===== src/rtl/seg_pkg.sv =====
// Shared glyph table and leading-zero helper for the seven-segment scanner.
// Glyph bit 0 is segment a, bit 6 is segment g; glyphs are active-high.
package seg_pkg;

  typedef logic [6:0] glyph_t;

  localparam glyph_t GLYPH_0 = 7'h3F;
  localparam glyph_t GLYPH_1 = 7'h06;
  localparam glyph_t GLYPH_2 = 7'h5B;
  localparam glyph_t GLYPH_3 = 7'h4F;
  localparam glyph_t GLYPH_4 = 7'h66;
  localparam glyph_t GLYPH_5 = 7'h6D;
  localparam glyph_t GLYPH_6 = 7'h7D;
  localparam glyph_t GLYPH_7 = 7'h07;
  localparam glyph_t GLYPH_8 = 7'h7F;
  localparam glyph_t GLYPH_9 = 7'h6F;
  localparam glyph_t GLYPH_A = 7'h77;
  localparam glyph_t GLYPH_B = 7'h7C;
  localparam glyph_t GLYPH_C = 7'h39;
  localparam glyph_t GLYPH_D = 7'h5E;
  localparam glyph_t GLYPH_E = 7'h79;
  localparam glyph_t GLYPH_F = 7'h71;

  // Bit i set when digit i (i > 0) and every more-significant digit up to
  // n_digits-1 are zero. Digit 0 is never flagged.
  function automatic logic [7:0] lzb_mask(input logic [31:0] nibbles,
                                          input int unsigned n_digits);
    logic [7:0] mask;
    logic       zero_run;
    mask     = '0;
    zero_run = 1'b1;
    for (int unsigned i = 7; i >= 1; i--) begin
      if (i < n_digits) begin
        zero_run = zero_run && (nibbles[i*4 +: 4] == 4'h0);
        mask[i]  = zero_run;
      end
    end
    return mask;
  endfunction

endpackage


===== src/rtl/seg_decode.sv =====
// Combinational hex nibble to active-high seven-segment glyph.
module seg_decode
  import seg_pkg::*;
(
  input  logic [3:0] nibble_i,
  output glyph_t     glyph_o
);

  always_comb begin
    glyph_o = GLYPH_0;
    unique case (nibble_i)
      4'h0: glyph_o = GLYPH_0;
      4'h1: glyph_o = GLYPH_1;
      4'h2: glyph_o = GLYPH_2;
      4'h3: glyph_o = GLYPH_3;
      4'h4: glyph_o = GLYPH_4;
      4'h5: glyph_o = GLYPH_5;
      4'h6: glyph_o = GLYPH_6;
      4'h7: glyph_o = GLYPH_7;
      4'h8: glyph_o = GLYPH_8;
      4'h9: glyph_o = GLYPH_9;
      4'hA: glyph_o = GLYPH_A;
      4'hB: glyph_o = GLYPH_B;
      4'hC: glyph_o = GLYPH_C;
      4'hD: glyph_o = GLYPH_D;
      4'hE: glyph_o = GLYPH_E;
      4'hF: glyph_o = GLYPH_F;
    endcase
  end

endmodule


===== src/rtl/seg_scan.sv =====
// Multiplexed seven-segment scanner with frame-synchronous display update.
// Define SEG_SCAN_LZB_EN to blank leading zeros (digit 0 always shown).
module seg_scan
  import seg_pkg::*;
#(
  parameter int unsigned N_DIGITS   = 4,
  parameter int unsigned DIV        = 100000,
  parameter bit          ACTIVE_LOW = 1'b1
) (
  input  logic                  clk,
  input  logic                  reset,
  input  logic [4*N_DIGITS-1:0] value,
  input  logic                  load,
  input  logic [N_DIGITS-1:0]   dp_mask,
  input  logic                  blank,
  output logic [6:0]            seg,
  output logic                  dp,
  output logic [N_DIGITS-1:0]   an
);

  localparam int unsigned CntW = $clog2(DIV);
  localparam int unsigned IdxW = (N_DIGITS > 1) ? $clog2(N_DIGITS) : 1;

  logic [CntW-1:0]       cnt_q;
  logic [IdxW-1:0]       idx_q;
  logic [4*N_DIGITS-1:0] shadow_val_q, disp_val_q;
  logic [N_DIGITS-1:0]   shadow_dp_q, disp_dp_q;
  logic [6:0]            seg_q;
  logic                  dp_q;
  logic [N_DIGITS-1:0]   an_q;

  logic                tick, frame;
  logic [3:0]          nibble;
  logic                dp_bit, lzb_bit;
  logic [7:0]          lzb_all;
  logic [N_DIGITS-1:0] onehot;
  glyph_t              glyph;
  logic [6:0]          seg_d;
  logic                dp_d;
  logic [N_DIGITS-1:0] an_d;

  assign tick  = (cnt_q == CntW'(DIV - 1));
  assign frame = tick && (idx_q == IdxW'(N_DIGITS - 1));

`ifdef SEG_SCAN_LZB_EN
  assign lzb_all = lzb_mask(32'(disp_val_q), N_DIGITS);
`else
  assign lzb_all = '0;
`endif

  always_comb begin
    nibble  = 4'h0;
    dp_bit  = 1'b0;
    lzb_bit = 1'b0;
    onehot  = '0;
    for (int i = 0; i < N_DIGITS; i++) begin
      if (idx_q == IdxW'(i)) begin
        nibble    = disp_val_q[i*4 +: 4];
        dp_bit    = disp_dp_q[i];
        lzb_bit   = lzb_all[i];
        onehot[i] = 1'b1;
      end
    end
  end

  seg_decode u_decode (
    .nibble_i (nibble),
    .glyph_o  (glyph)
  );

  // The cycle after a tick is dark so the previous digit cannot ghost onto
  // the next anode; a blanked leading zero keeps its anode only for the dp.
  always_comb begin
    logic dark;
    dark  = tick || blank;
    an_d  = (!dark && !(lzb_bit && !dp_bit)) ? onehot : '0;
    seg_d = (!dark && !lzb_bit) ? glyph : 7'h00;
    dp_d  = !dark && dp_bit;
  end

  always_ff @(posedge clk) begin
    if (reset) begin
      cnt_q        <= '0;
      idx_q        <= '0;
      shadow_val_q <= '0;
      shadow_dp_q  <= '0;
      disp_val_q   <= '0;
      disp_dp_q    <= '0;
      seg_q        <= {7{ACTIVE_LOW}};
      dp_q         <= ACTIVE_LOW;
      an_q         <= {N_DIGITS{ACTIVE_LOW}};
    end else begin
      cnt_q <= tick ? '0 : cnt_q + 1'b1;
      if (tick) begin
        idx_q <= frame ? '0 : idx_q + 1'b1;
      end
      if (load) begin
        shadow_val_q <= value;
        shadow_dp_q  <= dp_mask;
      end
      if (frame) begin
        disp_val_q <= load ? value : shadow_val_q;
        disp_dp_q  <= load ? dp_mask : shadow_dp_q;
      end
      seg_q <= seg_d ^ {7{ACTIVE_LOW}};
      dp_q  <= dp_d ^ ACTIVE_LOW;
      an_q  <= an_d ^ {N_DIGITS{ACTIVE_LOW}};
    end
  end

  assign seg = seg_q;
  assign dp  = dp_q;
  assign an  = an_q;

endmodule


===== config.mk =====
export PLATFORM = sky130hd
export DESIGN_NAME = seg_scan
export DESIGN_NICKNAME = d
export VERILOG_FILES = /design/src/rtl/seg_pkg.sv /design/src/rtl/seg_decode.sv /design/src/rtl/seg_scan.sv
export SDC_FILE = /design/constraint.sdc
export NUM_CORES = 1
export LEC_CHECK = 0
export CAP_MARGIN = 5
export CORE_ASPECT_RATIO = 0.75
export CORE_MARGIN = 4
export CORE_UTILIZATION = 60
export DETAILED_ROUTE_END_ITERATION = 8
export HOLD_SLACK_MARGIN = 0.02
export MAX_ROUTING_LAYER = met4
export PLACE_DENSITY_LB_ADDON = 0.15
export SYNTH_ARGS = -nofsm -noshare
export SYNTH_HDL_FRONTEND = slang
export SYNTH_HIERARCHICAL = 1
export SYNTH_SLANG_ARGS = --single-unit

===== constraint.sdc =====
create_clock -name clk -period 4.8 [get_ports clk]
set_clock_uncertainty 0.1 [all_clocks]
set_input_delay 0.72 -clock clk [delete_from_list [all_inputs] [get_ports clk]]
set_output_delay 0.72 -clock clk [all_outputs]
set_load 0.005 [all_outputs]

==> results.cfg <==
[status]
outcome = finished clean

[routing]
via_count = 2389
routed_wl_mm = 5.89
post_drt_wl_per_cell_um = 13.6
drc_errors = 0
ant_nets = 0
first_iter_violations = 171
avgViaCountPerCell = 5.50
dr.pass1.iters = 4

[sta]
layout_min_cycle_time_ps = 3070
worst_slew_pin_slew_ps = 1190
finalWorstSetupSlack_ps = 1730
fmax_ghz = 0.326
rsz0062_at_grt = no
hold_viol = 0
setup-tns-final_ps = 0
max_slew_margin_pct = 19.9
report.final.setup_viol = 0
fin_crit_sh_pct = 64.0
slew_viol_final = 0

[power_and_ir_drop]
power_leakage_nw = 1.48
max-vdd-ir-drop_v = 0.000216
p_per_area_nw_per_um2 = 305

[setup_path]
critPathCaptureType = flip-flop
critPathRequiredTime_ps = 4940
cp.arrival_ps = 3210
crit_slowest_cell = nor4_4
slowest_delay_ps = 880
reg2reg_setup_slack_ps = 1730
worstPathCellList = ha_1 -> nand4_2 -> nor4_4 -> nand2_1 -> a31o_1
path_max_fanout = 23
startpoint_type = flip-flop
worstSetupPathType = reg2reg

[floorplanning]
core_um2 = 4980
initial_core_util_pct = 63.3
die-area_um2 = 6490
die_x_um = 91.7
rows = 22
io_pins = 36
fp.dieH_um = 70.8

[global_routing]
track_usage_pct = 20.3
grt_pass1_wl_mm = 10.2
antenna_found_initial = 0
grt_start_max_net_pins = 27
gr-total-overflow = 0
grt_pass1_vias = 2187

[cts]
root_buffer = clkbuf_8
postCtsHoldBufs = 0
cts_tree = yes
clkLatencyLatePin_ps = 340
numCtsBuffers = 9
post_cts_buffers = 0
clock-sinks = 71
clock_path_buffers = 2
htreeDepth = 3
cts_resized = 0
clk_pin_slew_ps = 70

[synthesis]
ys_async_sr_fraction_pct = 0
syn-instance-count = 330
synth_ff_type = dfxtp_1
syn_nets = 366
synth_edf_count = 0
synth_top_area_share_pct = 45.1
yosys_register_bits = 71
synth_cell_types = 40
ys_top_cells_by_area = dfxtp_1 (45%), mux2i_1 (7.6%), a31o_1 (5.8%)
synth.avg_cell_area_um2 = 9.55
yosysSeqAreaShare_pct = 45.1
synth_area_um2 = 3150
yosys.area.top_type = dfxtp_1
yosys_warnings = 6

[place]
routabilityCongestion = 0.826
post_dp_cell_area_um2 = 3500
pre_cts_ws_ps = 1780
numPortBuffers = 35
dp_hpwl_mm = 4.10

[hold_path]
hold_class = reg2reg

[layout]
drive_above_1_share_pct = 7.73
layout.nets = 393
fin_area_um2 = 3690
antennaDiodeCount = 0
syn_to_final_growth_pct = 17.1

[run]
drv_cap = 0
## metrics by stage
stage | total power, mW | hold slack (ps) | util (%) | instances
after floorplan | 0.657 | 336 | - | 330
after global placement | 0.686 | 351 | 70.3 | 418
after detailed placement | 0.688 | 363 | 70.3 | 418
after CTS | 1.14 | 380 | 74.1 | 434
after global routing | 1.17 | 390 | 74.1 | 434
final | 1.13 | 378 | 74.1 | 434
## power breakdown
part | internal (mW) | switching, mW
Sequential | 0.604 | 0.00577
Combinational | 0.0362 | 0.0279
Clock | 0.238 | 0.214
Total | 0.878 | 0.248
## state kept, by name, indices dropped and copies added, names as in the netlist
name,count
seg,7
disp_val_q,16
dp,1
an,4
cnt_q,17
idx_q,2
shadow_val_q,16
disp_dp_q,4
shadow_dp_q,4
## routing by layer
layer / GRT usage, % / wire, um
met5: - / 0
met4: 5.60 / 65
met3: 8.18 / 302
met2: 28.4 / 2610
met1: 27.0 / 2920
## final cells by class
type,instances,area [um2]
Clock inverter,6,61.3
Clock buffer,10,128
Tap cell,72,90.1
Inverter,13,48.8
Sequential cell,71,1420
Fill cell,377,1290
Timing Repair Buffer,38,373
Multi-Input combinational cell,224,1570
## synth_stat cells, types with 2 or more instances
library cell  instances
nand2_1              27
mux2i_1              24
xnor2_1              10
nand3_1               4
xor2_1                3
nand4bb_1             2
ha_1                 12
and3_1               20
nor4_1                6
dfxtp_1              71
buf_6                 2
mux2_2                3
a21oi_1              15
nor3_1                4
o21ai_0               6
nand3b_1              5
clkbuf_1             10
inv_1                13
nor2_1               38
a31o_1               21
nand4_1               7
buf_2                 9
## final timing paths
path                                                 start                          end  cells past startpoint
worst min register to register  disp_val_q[9]$_SDFFE_PP0P_   disp_val_q[9]$_SDFFE_PP0P_                      1
worst min-delay path            disp_val_q[9]$_SDFFE_PP0P_   disp_val_q[9]$_SDFFE_PP0P_                      1
worst max-delay path                   cnt_q[0]$_SDFF_PP0_  disp_val_q[11]$_SDFFE_PP0P_                      5
worst max register to register         cnt_q[0]$_SDFF_PP0_  disp_val_q[11]$_SDFFE_PP0P_                      5
## worst max-delay path: cells and delay by family, from the launching register on
kind	cells	cell delay [ps]
and+or+nand+nor	3	1810
DFF	1	400
adders and majority gates	1	260
AOI/OAI and AO/OA	1	400
## logic make-up after synthesis
kind of cell / after synthesis / synth area share, %
compound gates: 47 / 11.2
flops: 71 / 45.1
mux: 28 / 9.52
xor+xnor: 13 / 3.61
buf+inv: 35 / 5.12
fa+ha+maj: 12 / 4.76
simple gates: 124 / 20.7
## placed cells by master, fill, tap and decap left out, types with 2 or more instances in the layout
cell | synthesis | final
a21oi_1 | 15 | 15
a31o_1 | 21 | 21
and3_1 | 20 | 20
buf_4 | 1 | 3
clkbuf_8 | 0 | 9
clkdlybuf4s50_1 | 0 | 35
clkinv_2 | 0 | 3
dfxtp_1 | 71 | 71
ha_1 | 12 | 12
inv_1 | 13 | 13
mux2_2 | 3 | 3
mux2i_1 | 24 | 24
nand2_1 | 27 | 27
nand3_1 | 4 | 4
nand3b_1 | 5 | 5
nand4_1 | 7 | 7
nand4bb_1 | 2 | 2
nor2_1 | 38 | 38
nor3_1 | 4 | 4
nor4_1 | 6 | 6
o21ai_0 | 6 | 6
xnor2_1 | 10 | 10
xor2_1 | 3 | 3
Power figures use the tool's default switching activity.
